`config.mk`:
```
export PLATFORM = sky130hd
export DESIGN_NAME = hazard_unit
export DESIGN_NICKNAME = d
export VERILOG_FILES = /design/src/rtl/hazard_unit_pkg.sv /design/src/rtl/hazard_unit_decode.sv /design/src/rtl/hazard_unit.sv
export SDC_FILE = /design/constraint.sdc
export NUM_CORES = 1
export LEC_CHECK = 0
export CAP_MARGIN = 20
export CORE_UTILIZATION = 51
export DETAILED_ROUTE_END_ITERATION = 12
export PLACE_DENSITY_LB_ADDON = 0.2
export SYNTH_ARGS = -nofsm -noshare
export SYNTH_HDL_FRONTEND = slang
export SYNTH_SLANG_ARGS = --single-unit
```
`constraint.sdc`:
```
create_clock -name clk -period 6.1 [get_ports clk]
set_input_delay 1.525 -clock clk [delete_from_list [all_inputs] [get_ports clk]]
set_output_delay 1.525 -clock clk [all_outputs]
set_load 0.01 [all_outputs]
```
`src/rtl/hazard_unit_pkg.sv`:
```
// Shared encodings for the MIPS hazard unit: opcode/funct values, Tuse/Tnew
// constants, forwarding select encoding and the decoded instruction classes.
package hazard_unit_pkg;

  localparam logic [5:0] OP_SPECIAL = 6'h00;
  localparam logic [5:0] OP_JAL     = 6'h03;
  localparam logic [5:0] OP_BEQ     = 6'h04;
  localparam logic [5:0] OP_ADDI    = 6'h08;
  localparam logic [5:0] OP_ORI     = 6'h0D;
  localparam logic [5:0] OP_LUI     = 6'h0F;
  localparam logic [5:0] OP_LW      = 6'h23;
  localparam logic [5:0] OP_SW      = 6'h2B;

  localparam logic [5:0] FN_JR    = 6'h08;
  localparam logic [5:0] FN_JALR  = 6'h09;
  localparam logic [5:0] FN_MFHI  = 6'h10;
  localparam logic [5:0] FN_MTHI  = 6'h11;
  localparam logic [5:0] FN_MFLO  = 6'h12;
  localparam logic [5:0] FN_MTLO  = 6'h13;
  localparam logic [5:0] FN_MULT  = 6'h18;
  localparam logic [5:0] FN_MULTU = 6'h19;
  localparam logic [5:0] FN_DIV   = 6'h1A;
  localparam logic [5:0] FN_DIVU  = 6'h1B;
  localparam logic [5:0] FN_ADDU  = 6'h21;
  localparam logic [5:0] FN_SUBU  = 6'h23;

  // Tuse: cycles after D before a source is consumed; Tnew: cycles after E
  // before a result exists.
  localparam int TUSE_EARLY = 0;
  localparam int TUSE_ALU   = 1;
  localparam int TNEW_NOW   = 0;
  localparam int TNEW_ALU   = 1;
  localparam int TNEW_LOAD  = 2;

  localparam int FWD_REGFILE = 0;

  localparam logic [4:0] REG_ZERO = 5'd0;
  localparam logic [4:0] REG_RA   = 5'd31;

  typedef enum logic [3:0] {
    CL_NOP,
    CL_ALU_R,
    CL_ALU_I,
    CL_LOAD,
    CL_STORE,
    CL_BRANCH,
    CL_JR,
    CL_JAL,
    CL_JALR,
    CL_MFHL,
    CL_MTHL,
    CL_MULT,
    CL_DIV
  } instr_class_e;

endpackage

```
`src/rtl/hazard_unit_decode.sv`:
```
// Combinational D-stage decoder: classifies the instruction and reports its
// source registers with Tuse, its destination with Tnew, and HI/LO usage.
module hazard_unit_decode
  import hazard_unit_pkg::*;
#(
  parameter int TW       = 2,
  parameter int CW       = 4,
  parameter int MULT_LAT = 5,
  parameter int DIV_LAT  = 10
) (
  input  logic [31:0]   i_instr,
  output logic [4:0]    o_rs,
  output logic [4:0]    o_rt,
  output logic [4:0]    o_dst,
  output logic [TW-1:0] o_tnew,
  output logic [TW-1:0] o_tuse_rs,
  output logic [TW-1:0] o_tuse_rt,
  output logic          o_is_mdu,
  output logic          o_mdu_start,
  output logic [CW-1:0] o_mdu_lat
);

  instr_class_e w_class;
  logic [5:0]   w_op;
  logic [5:0]   w_fn;
  logic [4:0]   w_rs;
  logic [4:0]   w_rt;
  logic [4:0]   w_rd;
  logic         w_shamt_zero;

  assign w_op         = i_instr[31:26];
  assign w_rs         = i_instr[25:21];
  assign w_rt         = i_instr[20:16];
  assign w_rd         = i_instr[15:11];
  assign w_shamt_zero = (i_instr[10:6] == 5'd0);
  assign w_fn         = i_instr[5:0];

  // R-type with a nonzero shamt is not one of the tracked forms, so it is a nop.
  always_comb begin
    w_class = CL_NOP;
    case (w_op)
      OP_SPECIAL: begin
        if (w_shamt_zero) begin
          case (w_fn)
            FN_ADDU, FN_SUBU:                   w_class = CL_ALU_R;
            FN_JR:                              w_class = CL_JR;
            FN_JALR:                            w_class = CL_JALR;
            FN_MFHI, FN_MFLO:                   w_class = CL_MFHL;
            FN_MTHI, FN_MTLO:                   w_class = CL_MTHL;
            FN_MULT, FN_MULTU:                  w_class = CL_MULT;
            FN_DIV, FN_DIVU:                    w_class = CL_DIV;
            default:                            w_class = CL_NOP;
          endcase
        end
      end
      OP_ORI, OP_LUI, OP_ADDI: w_class = CL_ALU_I;
      OP_LW:                   w_class = CL_LOAD;
      OP_SW:                   w_class = CL_STORE;
      OP_BEQ:                  w_class = CL_BRANCH;
      OP_JAL:                  w_class = CL_JAL;
      default:                 w_class = CL_NOP;
    endcase
  end

  // Unused sources are reported as $0 so they can never match a writer.
  always_comb begin
    o_rs        = REG_ZERO;
    o_rt        = REG_ZERO;
    o_dst       = REG_ZERO;
    o_tnew      = TW'(TNEW_NOW);
    o_tuse_rs   = TW'(TUSE_EARLY);
    o_tuse_rt   = TW'(TUSE_EARLY);
    o_is_mdu    = 1'b0;
    o_mdu_start = 1'b0;
    o_mdu_lat   = '0;
    case (w_class)
      CL_ALU_R: begin
        o_rs = w_rs; o_rt = w_rt; o_dst = w_rd; o_tnew = TW'(TNEW_ALU);
        o_tuse_rs = TW'(TUSE_ALU); o_tuse_rt = TW'(TUSE_ALU);
      end
      CL_ALU_I: begin
        o_rs = w_rs; o_tuse_rs = TW'(TUSE_ALU); o_dst = w_rt; o_tnew = TW'(TNEW_ALU);
      end
      CL_LOAD: begin
        o_rs = w_rs; o_tuse_rs = TW'(TUSE_ALU); o_dst = w_rt; o_tnew = TW'(TNEW_LOAD);
      end
      CL_STORE: begin
        o_rs = w_rs; o_rt = w_rt; o_tuse_rs = TW'(TUSE_ALU); o_tuse_rt = TW'(TUSE_ALU);
      end
      CL_BRANCH: begin
        o_rs = w_rs; o_rt = w_rt; o_tuse_rs = TW'(TUSE_EARLY); o_tuse_rt = TW'(TUSE_EARLY);
      end
      CL_JR: begin
        o_rs = w_rs; o_tuse_rs = TW'(TUSE_EARLY);
      end
      CL_JAL: begin
        o_dst = REG_RA; o_tnew = TW'(TNEW_NOW);
      end
      CL_JALR: begin
        o_rs = w_rs; o_tuse_rs = TW'(TUSE_EARLY); o_dst = w_rd; o_tnew = TW'(TNEW_NOW);
      end
      CL_MFHL: begin
        o_dst = w_rd; o_tnew = TW'(TNEW_ALU); o_is_mdu = 1'b1;
      end
      CL_MTHL: begin
        o_rs = w_rs; o_tuse_rs = TW'(TUSE_ALU); o_is_mdu = 1'b1;
      end
      CL_MULT: begin
        o_rs = w_rs; o_rt = w_rt; o_tuse_rs = TW'(TUSE_ALU); o_tuse_rt = TW'(TUSE_ALU);
        o_is_mdu = 1'b1; o_mdu_start = 1'b1; o_mdu_lat = CW'(MULT_LAT);
      end
      CL_DIV: begin
        o_rs = w_rs; o_rt = w_rt; o_tuse_rs = TW'(TUSE_ALU); o_tuse_rt = TW'(TUSE_ALU);
        o_is_mdu = 1'b1; o_mdu_start = 1'b1; o_mdu_lat = CW'(DIV_LAT);
      end
      default: ;
    endcase
  end

endmodule

```
`src/rtl/hazard_unit.sv`:
```
// Stall/forward controller for the 5-stage MIPS pipeline: a scoreboard of
// in-flight writers (E..W), nearest-match priority, and an HI/LO busy counter.
module hazard_unit
  import hazard_unit_pkg::*;
#(
  parameter int STAGES   = 3,
  parameter int MULT_LAT = 5,
  parameter int DIV_LAT  = 10,
  parameter int TW       = 2
) (
  input  logic                         clk,
  input  logic                         reset,
  input  logic [31:0]                  instr_d,
  output logic                         stall,
  output logic [$clog2(STAGES+1)-1:0]  fwd_rs_d,
  output logic [$clog2(STAGES+1)-1:0]  fwd_rt_d,
  output logic [$clog2(STAGES+1)-1:0]  fwd_rs_e,
  output logic [$clog2(STAGES+1)-1:0]  fwd_rt_e,
  output logic                         mdu_busy
);

  localparam int FW      = $clog2(STAGES + 1);
  localparam int MAX_LAT = (MULT_LAT > DIV_LAT) ? MULT_LAT : DIV_LAT;
  localparam int CW      = $clog2(MAX_LAT + 1);
  localparam int HW      = 1 + FW + TW;

  logic [4:0]    w_rs;
  logic [4:0]    w_rt;
  logic [4:0]    w_dst;
  logic [TW-1:0] w_tnew;
  logic [TW-1:0] w_tuse_rs;
  logic [TW-1:0] w_tuse_rt;
  logic          w_is_mdu;
  logic          w_mdu_start;
  logic [CW-1:0] w_mdu_lat;

  logic [4:0]    r_dst  [1:STAGES];
  logic [TW-1:0] r_tnew [1:STAGES];
  logic [4:0]    r_e_rs;
  logic [4:0]    r_e_rt;
  logic          r_e_start;
  logic [CW-1:0] r_e_lat;
  logic [CW-1:0] r_busy_cnt;

  hazard_unit_decode #(
    .TW       (TW),
    .CW       (CW),
    .MULT_LAT (MULT_LAT),
    .DIV_LAT  (DIV_LAT)
  ) u_decode (
    .i_instr     (instr_d),
    .o_rs        (w_rs),
    .o_rt        (w_rt),
    .o_dst       (w_dst),
    .o_tnew      (w_tnew),
    .o_tuse_rs   (w_tuse_rs),
    .o_tuse_rt   (w_tuse_rt),
    .o_is_mdu    (w_is_mdu),
    .o_mdu_start (w_mdu_start),
    .o_mdu_lat   (w_mdu_lat)
  );

  // A stalled D instruction turns into a bubble in E; the counter still loads
  // from whatever mult/div already sits in E.
  always_ff @(posedge clk) begin
    if (reset) begin
      for (int k = 1; k <= STAGES; k++) begin
        r_dst[k]  <= REG_ZERO;
        r_tnew[k] <= '0;
      end
      r_e_rs     <= REG_ZERO;
      r_e_rt     <= REG_ZERO;
      r_e_start  <= 1'b0;
      r_e_lat    <= '0;
      r_busy_cnt <= '0;
    end else begin
      for (int k = STAGES; k >= 2; k--) begin
        r_dst[k]  <= r_dst[k-1];
        r_tnew[k] <= (r_tnew[k-1] != '0) ? r_tnew[k-1] - TW'(1) : '0;
      end
      if (stall) begin
        r_dst[1]  <= REG_ZERO;
        r_tnew[1] <= '0;
        r_e_rs    <= REG_ZERO;
        r_e_rt    <= REG_ZERO;
        r_e_start <= 1'b0;
        r_e_lat   <= '0;
      end else begin
        r_dst[1]  <= w_dst;
        r_tnew[1] <= w_tnew;
        r_e_rs    <= w_rs;
        r_e_rt    <= w_rt;
        r_e_start <= w_mdu_start;
        r_e_lat   <= w_mdu_lat;
      end
      if (r_e_start) begin
        r_busy_cnt <= r_e_lat;
      end else if (r_busy_cnt != '0) begin
        r_busy_cnt <= r_busy_cnt - CW'(1);
      end
    end
  end

  // Returns {found, stage, tnew}; scanning far-to-near lets the nearest writer win.
  function automatic logic [HW-1:0] nearest(input logic [4:0] src, input int kmin);
    logic [HW-1:0] hit;
    hit = '0;
    for (int k = STAGES; k >= 1; k--) begin
      if (k >= kmin && r_dst[k] != REG_ZERO && r_dst[k] == src) begin
        hit = {1'b1, FW'(k), r_tnew[k]};
      end
    end
    return hit;
  endfunction

  function automatic logic [FW-1:0] fwd_sel(input logic [HW-1:0] hit);
    return (hit[HW-1] && hit[TW-1:0] == '0) ? hit[TW +: FW] : FW'(FWD_REGFILE);
  endfunction

  logic [HW-1:0] w_hit_rs_d;
  logic [HW-1:0] w_hit_rt_d;
  logic [HW-1:0] w_hit_rs_e;
  logic [HW-1:0] w_hit_rt_e;
  logic          w_data_stall;
  logic          w_mdu_stall;

  always_comb begin
    w_hit_rs_d = nearest(w_rs, 1);
    w_hit_rt_d = nearest(w_rt, 1);
    w_hit_rs_e = nearest(r_e_rs, 2);
    w_hit_rt_e = nearest(r_e_rt, 2);
  end

  assign w_data_stall = (w_hit_rs_d[HW-1] && (w_tuse_rs < w_hit_rs_d[TW-1:0])) ||
                        (w_hit_rt_d[HW-1] && (w_tuse_rt < w_hit_rt_d[TW-1:0]));
  assign w_mdu_stall  = w_is_mdu && (mdu_busy || r_e_start);

  assign stall    = w_data_stall || w_mdu_stall;
  assign mdu_busy = (r_busy_cnt != '0);
  assign fwd_rs_d = fwd_sel(w_hit_rs_d);
  assign fwd_rt_d = fwd_sel(w_hit_rt_d);
  assign fwd_rs_e = fwd_sel(w_hit_rs_e);
  assign fwd_rt_e = fwd_sel(w_hit_rt_e);

endmodule

```
==> results.txt, run 1 <==
- In this run the worst setup path terminates at stall.
- Row generation in the floorplan step produced 29 rows.
- Final design area excluding fillers: 0.004850 sq mm
* Main synth FF type: dfxtp_1
- Most common library cell in the layout ignoring fill and taps: buf_4
- Depth of the worst register-to-register path: 9
* Number of standard cells in the layout, taps in and fillers out: 604
- Area of the core: about 0.0064 sq mm
- Worst-path maximum fanout: 5
- The critical path is of the input port to output port type.
- For this run, the detailed router's first-pass iteration total came to 5.
- After layout, the worst path uses 105.3% of the clock period.
* Crit path required time: between 4000 and 5000 ps
- Power after layout: just over 0.9 mW
* Clk_lat worst skew: roughly 300 ps
- Count of state elements after synthesis: 38
- Top library cells by usage in the layout, fill and taps aside: buf_4 (87), nor2_1 (36), dfxtp_1 (31), nor3_1 (21), clkdlybuf4s50_1 (21)
* Master cell of the clock root buffer: clkbuf_8
* Total routing usage reported by global routing: approximately a third
* Post-route DRC violation count: 0
* Crit-path max cell delay: 420 ps
- The die covers between 0.007 and 0.008 sq mm.
* Max-cap viol count: 0
- Clock sink count: 38
- Crit-path cells: buf_12, nor4_4, buf_4, nand4b_4, nor3_4, nor4_4, or3_4, a211o_1, a222oi_1, buf_4, mux2i_4, mux2i_4, or2b_4, or2_1, buf_2
- TritonCTS built the clock tree.
- Critical path endpoint category: output port
- Setup total negative slack on the finished layout was measured at -511.0 ps.
* Startpoint of the most critical setup path: instr_d[26]
* Clock slew seen by the registers of the worst setup and hold paths: about 80 ps
- Worst IR Drop VDD: around 0.24 mV
- The Yosys step of the flow raised 0 warnings.
- Sequential cells burn roughly a third of the power.
* Max clock buf depth: 2
- The final reports fail on negative setup slack.
* Post-synthesis to final-layout area growth: 42.34%
* Switching power share of the total: about a third
- Pin placement for this block handled 44 I/O pins.
* Max-slew violation count: 0
* Share of flip-flops with an asynchronous set or reset: 0%
- The synthesized design contains 7 enable-type register cells.
- Area occupied by multi-input gates: 0.002606 sq mm
- Global-route wire length before repair: approximately 18000 um
- Post-CTS Hold Buffers: 0
- Summing all flip-flop and latch instances after layout gives around 830 sq um.
- In the routed layout, each cell is associated on average with a via count of between 6 and 7.
* Horizontal extent of the die: around 84 um
* Post-synthesis instance area: ~0.0034 sq mm
- Measured slew at the worst slew-check pin: approximately 1100 ps
- The worst register-to-register path begins at r_dst[0][13]$_SDFF_PP0_.
* Count of nets after finishing: 564
- Final number of hold-violating endpoints: 0
- Number of diodes added for antenna fixing: 0
- Cell with the biggest individual delay on the critical path: or3_4
- In this run the power density over the cells is roughly 190 mW/mm^2.
- The count of nets left with antenna violations once routing finished came out at 0.
- Total wire length: approximately 12000 um
* Fin Clk Skew: 11.24 ps
- In this run the static leakage power is 1.954 nW.
* Switching power of the nets: a little over 0.3 mW
- Setup repair after global routing could not meet its margin everywhere.
* Startpoint Class: input port
* Shortest period the worst path allows: between 6000 and 7000 ps
* Clk network pwr share: slightly below 30%
* Vias post-DR: slightly below 4000
- End of the worst register-to-register path: r_tnew[0][2]$_SDFFCE_PN0P_
* Mapped Avg Cell Area: ~8.4 sq um
- Entering global routing, the biggest net connects 39 pins.
- Buffers placed on the I/O ports in this run total 43.
- The initial antenna violation count was 0.
- The number of different library cells used by synthesis comes to 69.
- Total congestion overflow: 0
- Initial cell density of the core: 53.35%
* Post-placement worst setup slack: -1062 ps
* Share of post-route cells with drive strength above 1: between 30% and 40%
* Fin util: roughly three quarters
- Post-Place Cell Area: around 0.0044 sq mm
- Of the total power, combinational logic draws roughly 37%.
- The tightest min-delay check is of the register to register type.
- Num CTS Buffers: 5
- Cell internal power was estimated by the tool at roughly 0.60 mW.
- Height of the die: 83.74 um
- Setup slack of the worst register-to-register path: about 2600 ps
- Detail Placement HPWL: roughly 8000 um
* Final RePlAce weighted congestion: 0.9843
* Number of DRC violations after detailed-routing iteration 0: 511
* Filler cell count: 430
- CTS built an H-tree with a depth of 2.
- The via count of the first global-routing pass was around 3700.
* Hold WS: between 500 and 600 ps
* Inst Count DP: slightly below 600
- Max transition margin: between 20% and 30%
- Across all setup checks in the final design, the least slack found is -325.1 ps.
* Average routed wire per standard cell: around 19 um
- Synthesis handed over a netlist of 406 instances.
* Crit path DAT: just under 5000 ps
- Portion of the post-synthesis area used by sequential elements: between 20% and 30%
* Status: finished with violations
* Setup Viol. Count Final: 3
* Max Clk Rate: roughly 160 MHz
[cells in the mapped netlist (4+ instances only)]
master | count | area (sq um)
a211oi_1 | 7 | 52.55
a21oi_1 | 21 | 105.1
a221oi_1 | 5 | 43.79
a31oi_1 | 7 | 43.79
buf_2 | 4 | 20.02
buf_6 | 4 | 45.04
clkbuf_1 | 18 | 67.56
dfxtp_1 | 31 | 620.6
edfxtp_1 | 7 | 210.2
ha_1 | 4 | 50.05
inv_1 | 13 | 48.80
mux2i_1 | 4 | 40.04
nand2_1 | 18 | 67.56
nand2b_1 | 12 | 75.07
nand3_1 | 15 | 75.07
nand3b_1 | 4 | 30.03
nor2_1 | 38 | 142.6
nor2b_1 | 11 | 68.82
nor3_1 | 23 | 115.1
nor4_1 | 5 | 31.28
nor4_2 | 22 | 275.3
nor4b_1 | 4 | 35.03
nor4bb_1 | 5 | 50.05
o21ai_0 | 7 | 35.03
o22ai_1 | 4 | 25.02
or3_1 | 7 | 43.79
xnor2_1 | 19 | 166.4
xor2_1 | 16 | 140.1
[sequential cells by signal (all words and copies together), names as in the netlist]
register,flops
r_dst,15
r_e_rs,5
r_tnew,6
r_busy_cnt,4
r_e_lat,2
r_e_start,1
r_e_rt,5
[worst min path at each step]
stage                                 start                          to  slack, ps  cells after the start
floorplan             r_e_lat[2]$_SDFF_PP0_  r_busy_cnt[0]$_SDFFE_PP0P_        450                      2
global placement      r_e_lat[2]$_SDFF_PP0_  r_busy_cnt[0]$_SDFFE_PP0P_        490                      2
detailed placement    r_e_lat[2]$_SDFF_PP0_  r_busy_cnt[0]$_SDFFE_PP0P_        510                      2
CTS                   r_e_lat[2]$_SDFF_PP0_  r_busy_cnt[0]$_SDFFE_PP0P_        530                      2
global route        r_tnew[0][4]$_SDFF_PP0_     r_tnew[0][6]$_SDFF_PP0_        570                      1
finish              r_tnew[0][4]$_SDFF_PP0_     r_tnew[0][6]$_SDFF_PP0_        530                      1
[cell type report]
type	count	share of cell area, %
clock buffers	5	1.419
clock inverters	3	1.419
inverters	13	1.006
multi-input cells	331	53.74
flip-flops and latches	38	17.13
well taps	77	1.987
repair buffers	137	23.30
[power by group through the flow]
stage / clock network [mW] / registers [mW] / logic (mW)
final: 0.270 / 0.301 / 0.337
after global routing: 0.281 / 0.304 / 0.368
after CTS: 0.269 / 0.300 / 0.323
after detailed placement: 0 / 0.305 / 0.312
after global placement: 0 / 0.304 / 0.303
after floorplan: 0 / 0.293 / 0.203
[cell families after synthesis]
kind of cell,synth area share (%)
flops,24.38
compound gates,19.90
other cells,0.1101
buf+inv,5.839
xor+xnor,8.997
mux,2.607
simple gates,36.69
fa+ha+maj,1.469
[worst max-delay path: cells and delay by family]
| kind | cells | cell delay [ps] |
|---|---|---|
| simple gates | 7 | 1720 |
| compound gates | 2 | 680 |
| mux | 2 | 330 |
| buf+inv | 4 | 650 |
[repair_timing]
item,CTS,global route
gates resized for setup,102,28
pin swaps,22,15
setup endpoints to repair,5,5
gates cloned,0,0
buffers inserted,12,7
[routing by layer]
metal	track usage, %	share of wire (%)
met2	54.32	48
met5	0	0
met3	4.253	8.8
met4	11.71	2.9
met1	43.49	40
Power figures use the tool's default switching activity.
==> run 2, diff against run 1 <==
- HOLD_SLACK_MARGIN: default -> 0.02
- RECOVER_POWER: default -> 25
- TNS_END_PERCENT: default -> 5
==> results.txt, run 2 (synthesized netlist as in run 1, its figures left out) <==
- The die height is 83.74 um (unchanged).
- Hold WS: 531.3 ps (was 531.0 ps)
- Crit-path cells: buf_8, nor4_4, buf_4, nand4b_4, o22ai_4, nor4_2, or3_1, a211o_1, a222oi_1, mux2i_1, mux2i_4, or2b_4, or2_1, buf_2 (was buf_12, nor4_4, buf_4, nand4b_4, nor3_4, nor4_4, or3_4, a211o_1, a222oi_1, buf_4, mux2i_4, mux2i_4, or2b_4, or2_1, buf_2)
- The clock network fraction of total power was 30.2% (was 29.8%).
- The fraction of layout instances using a drive strength above 1 was 30.89% (was 35.48%).
* Pwr dens: 190.8 mW/mm^2 (was 187.3 mW/mm^2)
- The delay contributed by the slowest stage of the critical path was 570 ps (was 420 ps).
- Clk_lat worst skew: 300 ps (about the same)
* Inst Count DP: 577 (unchanged)
* Max-cap viol count: 1 (was 0)
- The maximum level of the CTS H-tree came to 2 (unchanged).
* Top library cells by usage in the layout, fill and taps aside: buf_4 (81), nor2_1 (37), dfxtp_1 (31) (was buf_4 (87), nor2_1 (36), dfxtp_1 (31), nor3_1 (21), clkdlybuf4s50_1 (21))
* Top-level I/O count: 44 (unchanged)
* Flop pwr share: 33.7% (was 33.2%)
- Type of the worst min-delay path: register to register (unchanged)
- Largest regs: r_dst x15, r_tnew x6 (unchanged).
- The quantity of hold-fixing buffers added after cts is 0 (unchanged).
* Switching power share of the total: 33.25% (was 33.53%)
- The routability-driven placement congestion ratio is 0.9843 (unchanged).
- The HPWL reported at the end of detailed placement came to 7953 um (unchanged).
- Cell with the biggest individual delay on the critical path: a222oi_1 (was or3_4)
- Cell-internal power: 0.5954 mW (was 0.6036 mW)
* Area used by sequential logic in the layout: 830.8 sq um (unchanged)
- Vias post-DR: 3699 (was 3847)
- Number of diodes added for antenna fixing: 0 (unchanged)
- Unrepaired setup endpoints after global routing: yes (unchanged)
- Number of antenna violations at the first check in global routing: 0 (unchanged)
* Max Clk Rate: 155.3 MHz (was 155.6 MHz)
* Antenna viol nets, final: 0 (unchanged)
* Vias/cell: 6.217 (was 6.369)
* Average routed wire per standard cell: 18.61 um (was 19.34 um)
- The number of buffers on the longest clock path is 2 (unchanged).
- Max-slew violation count: 39 (was 0)
- The instance area at placement is 0.004410 sq mm (unchanged).
* Area of the die: 0.007012 sq mm (unchanged)
- The worst ir drop on vdd is 0.2423 mV (was 0.2429 mV).
- The number of stages on the worst hold path is 2 (was 1).
- The post-route clock skew is 9.916 ps (was 11.24 ps).
- Clock sink count: 38 (unchanged)
* Horizontal extent of the die: 83.74 um (unchanged)
- Num CTS Buffers: 5 (unchanged)
- The critical path launch point type is an input port (unchanged).
* Static Leak: 1.886 nW (was 1.954 nW)
- The worst setup slack after layout came to -341.0 ps (was -325.1 ps).
- Post-route DRC violation count: 0 (unchanged)
* Fin crit share: 105.6% (was 105.3%)
- The kind of critical path was input port to output port (unchanged).
- Pin count of the biggest net entering global routing: 39 (unchanged)
* Master cell of the clock root buffer: clkbuf_8 (unchanged)
- Input/output buffers: 43 (unchanged)
- Depth of the worst register-to-register path: 9 (unchanged)
* Measured slew at the worst slew-check pin: 2054 ps (was 1058 ps)
* Initial cell density of the core: 53.35% (unchanged)
- Status: finished with violations (unchanged).
* Fin util: 73.22% (was 75.94%)
- The layout overhead on the synthesized area came to 37.24% (was 42.34%).
- Max transition margin: -36.94% (was 28.84%)
- The number of standard cells in the final layout excluding fillers is 595 (was 604).
- Standard-cell row count: 29 (unchanged)
- The critical path required time was 4580 ps (about the same).
- The wire length of the first global-routing pass is 18260 um (was 18290 um).
- Area of the core: 0.006386 sq mm (unchanged)
* Switching power of the nets: 0.2966 mW (was 0.3045 mW)
- Final number of hold-violating endpoints: 0 (unchanged)
- Violated checks: max-capacitance violations, max-slew violations, negative setup slack (was negative setup slack)
- Total wire length: 11070 um (was 11680 um)
* Power after layout: 0.8920 mW (was 0.9081 mW)
* Count of nets after finishing: 555 (was 564)
- The capturing element type of the critical path is an output port (unchanged).
- Total routing usage reported by global routing: 32.73% (was 32.71%)
- The number of fill cells in the layout came to 469 (was 430).
- The CTS tree is built (unchanged).
- The endpoint arrival time on the critical path came to 4920 ps (was 4900 ps).
- Number of DRC violations after detailed-routing iteration 0: 346 (was 511)
- Final design area excluding fillers: 0.004676 sq mm (was 0.004850 sq mm)
- Combinational share of power: 36.0% (was 37.1%)
- Top register by number of flip-flops: r_dst (unchanged)
- Most common library cell in the layout ignoring fill and taps: buf_4 (unchanged)
* Area occupied by multi-input gates: 0.002506 sq mm (was 0.002606 sq mm)
- Shortest period the worst path allows: 6441 ps (was 6425 ps)
- Clock slew seen by the registers of the worst setup and hold paths: 80 ps (about the same)
- Setup Viol. Count Final: 3 (unchanged)
- The first-pass iteration count of the detailed router was 6 (was 5).
- Worst-path maximum fanout: 6 (was 5)
- Number of global-route vias before repair: 3655 (was 3699)
* Largest register FFs: 15 (unchanged)
- Total congestion overflow: 0 (unchanged)
## run 2: changes by cell type in the layout (fill, tap and decap cells not counted), moves of 2 or more
cell | previous run | this run
or3_1 | 4 | 7
buf_6 | 8 | 4
buf_2 | 12 | 9
a211oi_2 | 4 | 1
dlygate4sd2_1 | 1 | 4
or3_4 | 3 | 0
o21ai_0 | 4 | 7
o21ai_1 | 5 | 3
a211oi_1 | 2 | 5
buf_4 | 87 | 81
## run 2: path summary, 6_finish.rpt
kind	to	start	slack [ps]
min reg2reg	r_busy_cnt[0]$_SDFFE_PP0P_	r_e_lat[2]$_SDFF_PP0_	530
max reg2reg	r_dst[0][5]$_SDFFCE_PN0P_	r_dst[0][13]$_SDFF_PP0_	2720
max	stall	instr_d[26]	-340
min	r_busy_cnt[0]$_SDFFE_PP0P_	r_e_lat[2]$_SDFF_PP0_	530
## run 2: per-layer routing
metal  global-route usage [%]  share of wire (%)  routed length [um]  vias up
met2                    55.51                 48                5284      184
met4                    8.937                2.2                 239        0
met3                    4.946                7.5                 827       32
met1                    43.24                 43                4718     1745
met5                        0                  0                   0        -
li1                         -                  -                   -     1738
## run 2: power by group through the flow
stage / combinational [mW] / sequential, mW / clock [mW]
finish: 0.321 / 0.301 / 0.270
global route: 0.353 / 0.303 / 0.279
CTS: 0.319 / 0.300 / 0.269
detailed placement: 0.312 / 0.305 / 0
global placement: 0.303 / 0.304 / 0
floorplan: 0.203 / 0.293 / 0
## run 2: layout make-up
cell class / count / share of cell area [%]
Clock buffer: 5 / 1.472
Multi-Input combinational cell: 331 / 53.60
Clock inverter: 3 / 1.472
Sequential cell: 38 / 17.77
Inverter: 13 / 1.044
Tap cell: 77 / 2.060
Timing Repair Buffer: 128 / 22.58
## run 2: per-stage QoR
step	setup TNS [ps]	worst slack, ps
final	-767.6	-341.0
after global routing	-1426	-444.4
after CTS	-538.5	-232.9
after detailed placement	-4236	-1062
after global placement	-3761	-956.7
after floorplan	-70.39	-70.39
## run 2: timing repair
| action | 4_1_cts | 5_1_grt |
|---|---|---|
| pin swaps | 19 | 3 |
| setup buffers | 10 | 0 |
| resized for setup | 91 | 1 |
| setup endpoints to repair | 5 | 5 |
## run 2: critical path, delay by kind of cell
| kind | cells | cell delay (ps) |
|---|---|---|
| AOI/OAI and AO/OA | 3 | 1060 |
| buffers and inverters | 3 | 430 |
| muxes | 2 | 460 |
| and+or+nand+nor | 6 | 1440 |
==> RTL change (config.mk and constraints of run 1) <==
`DIV_LAT` is set to 10 in 2 places; all go to 11.
--- a/src/rtl/hazard_unit_decode.sv
+++ b/src/rtl/hazard_unit_decode.sv
@@ -6,7 +6,7 @@
   parameter int TW       = 2,
   parameter int CW       = 4,
   parameter int MULT_LAT = 5,
-  parameter int DIV_LAT  = 10
+  parameter int DIV_LAT  = 11
 ) (
   input  logic [31:0]   i_instr,
   output logic [4:0]    o_rs,
--- a/src/rtl/hazard_unit.sv
+++ b/src/rtl/hazard_unit.sv
@@ -5,7 +5,7 @@
 #(
   parameter int STAGES   = 3,
   parameter int MULT_LAT = 5,
-  parameter int DIV_LAT  = 10,
+  parameter int DIV_LAT  = 11,
   parameter int TW       = 2
 ) (
   input  logic                         clk,
Behaviour: same outputs for any inputs over 4 cycles, from zero or initial values and one cycle with reset high; that may be too few to reach the edited logic, so the function may still have changed.
==> RTL change against run 1 <==
The flow still finishes with violations (negative setup slack). Power fell by 5.3%. Sequential cell count did not move. Area after synthesis fell by 6.1%. Design area fell by 2.0%. Sequential share of layout area rose by 0.34 points. Setup slack improved by 0.0023 ns. Register-to-register slack got worse by 0.41 ns. Routed wire length fell by 0.62%. Critical path type unchanged. Largest power group unchanged.
==> RTL change: results (changes against run 1) <==
[status] run status finished, violations left [unchanged]
[status] failing checks negative setup slack [unchanged]
[worst_setup_path] beginning of the critical path instr_d[27] [was instr_d[26]]
[timing] max_slew headroom 44.31% [was 28.84%]
[finish] nets@finish 574 [was 564]
[global_route] via count of the first global-routing pass 3578 [was 3699]
[synthesis] Synth top cells by count 36 x sky130_fd_sc_hd__nor3_1, 31 x sky130_fd_sc_hd__dfxtp_1, 31 x sky130_fd_sc_hd__nor2_1 [was 38 x sky130_fd_sc_hd__nor2_1, 31 x sky130_fd_sc_hd__dfxtp_1, 23 x sky130_fd_sc_hd__nor3_1]
[placement] final weighted congestion in routability-driven placement 1.060 [was 0.9843]
[worst_setup_path] largest fanout on the critical path 4 [was 5]
[global_route] GR met2 Demand/Resource 56.64% [was 54.32%]
[power] maximum resistive drop on vdd 141.1 uV [was 242.9 uV]
[timing] Final Worst Setup Slack -0.3228 ns [was -0.3251 ns]
[global_route] met3 GRT Util 8.652% [was 4.253%]
[synthesis] share of synthesized area occupied by flip-flops and latches 25.96% [was 24.38%]
[worst_setup_path] delay of the slowest cell on the worst path 0.55 ns [was 0.42 ns]
[finish] post-layout instance area 4755 um^2 [was 4850 um^2]
[route] Avg Vias per Cell 6.286 [was 6.369]
[timing] number of failing setup endpoints in the final timing report 3 [unchanged]
[timing] skew final 0.009997 ns [was 0.01124 ns]
[worst_setup_path] slowest stage cell, crit path sky130_fd_sc_hd__or4_4 [was sky130_fd_sc_hd__or3_4]
[route] DR iter-0 viols 453 [was 511]
[route] total detailed-routing wirelength 11610 um [was 11680 um]
[power] P_leak 1.993 nW [was 1.954 nW]
[finish] fraction of layout instances using a drive strength above 1 33.71% [was 35.48%]
[global_route] global-route wire length before repair 16370 um [was 18290 um]
[power] switching power of the nets 0.2896 mW [was 0.3045 mW]
[placement] HPWL reported at the end of detailed placement 7455 um [was 7953 um]
[global_route] met1 capacity usage during global routing 38.24% [was 43.49%]
[placement] worst slack after detailed placement -0.8075 ns [was -1.062 ns]
[synthesis] Unique masters post-synth 68 [was 69]
[finish] final-layout fill cell count 397 [was 430]
[synthesis] leading post-synthesis cells by cell area sky130_fd_sc_hd__dfxtp_1 19%, sky130_fd_sc_hd__edfxtp_1 6.6%, sky130_fd_sc_hd__xnor2_1 5.7% [was sky130_fd_sc_hd__dfxtp_1 18%, sky130_fd_sc_hd__nor4_2 8.1%, sky130_fd_sc_hd__edfxtp_1 6.2%]
[global_route] combined global-route utilization of all metal layers 32.65% [was 32.71%]
[RTL change: logic make-up (layout without fill, tap and decap cells)]
family          after synthesis  count (layout)  synth area share (%)
simple gates                198             198                 36.43
compound gates               83              83                 18.10
xor+xnor                     41              41                 11.45
buf+inv                      39             162                 5.043
flops                        38              38                 25.96
fa+ha+maj                     4               4                 1.564
mux                           4               4                 1.329
other cells                   1               7                0.1172
[RTL change: final cells by class]
class,count,area share (%)
Clock buffer,7,1.816
Clock inverter,1,0.6316
Inverter,11,0.8684
Multi-Input combinational cell,337,52.47
Sequential cell,38,17.47
Tap cell,75,1.974
Timing Repair Buffer,143,24.76
[RTL change: path summary, 6_finish.rpt]
check | end | slack, ns | cells past startpoint
setup / recovery | stall | -0.32 | 13
hold / removal | r_busy_cnt[2] | 0.49 | 2
setup reg to reg | r_tnew[0][2] | 2.15 | 15
hold reg to reg | r_busy_cnt[2] | 0.49 | 2
[RTL change: layer usage]
| metal | vias up | part of all wire, % |
|---|---|---|
| met2 | 212 | 50 |
| met3 | 72 | 7.7 |
| met4 | 0 | 4.8 |
| li1 | 1740 | - |
| met1 | 1823 | 37 |
| met5 | - | 0 |
[RTL change: through the flow]
stage	std cells	power, mW	setup TNS (ns)
6_report	612	0.8600	-0.8190
2_1_floorplan	414	0.4800	0
3_5_place_dp	585	0.6014	-3.649
3_3_place_gp	585	0.5874	-3.496
5_1_grt	612	0.9008	-1.222
4_1_cts	607	0.8354	-0.5435
[RTL change: what timing repair did]
action,4_1_cts,5_1_grt
gates resized for setup,83,27
setup endpoints to repair,5,5
pin swaps,29,10
setup buffers,16,5
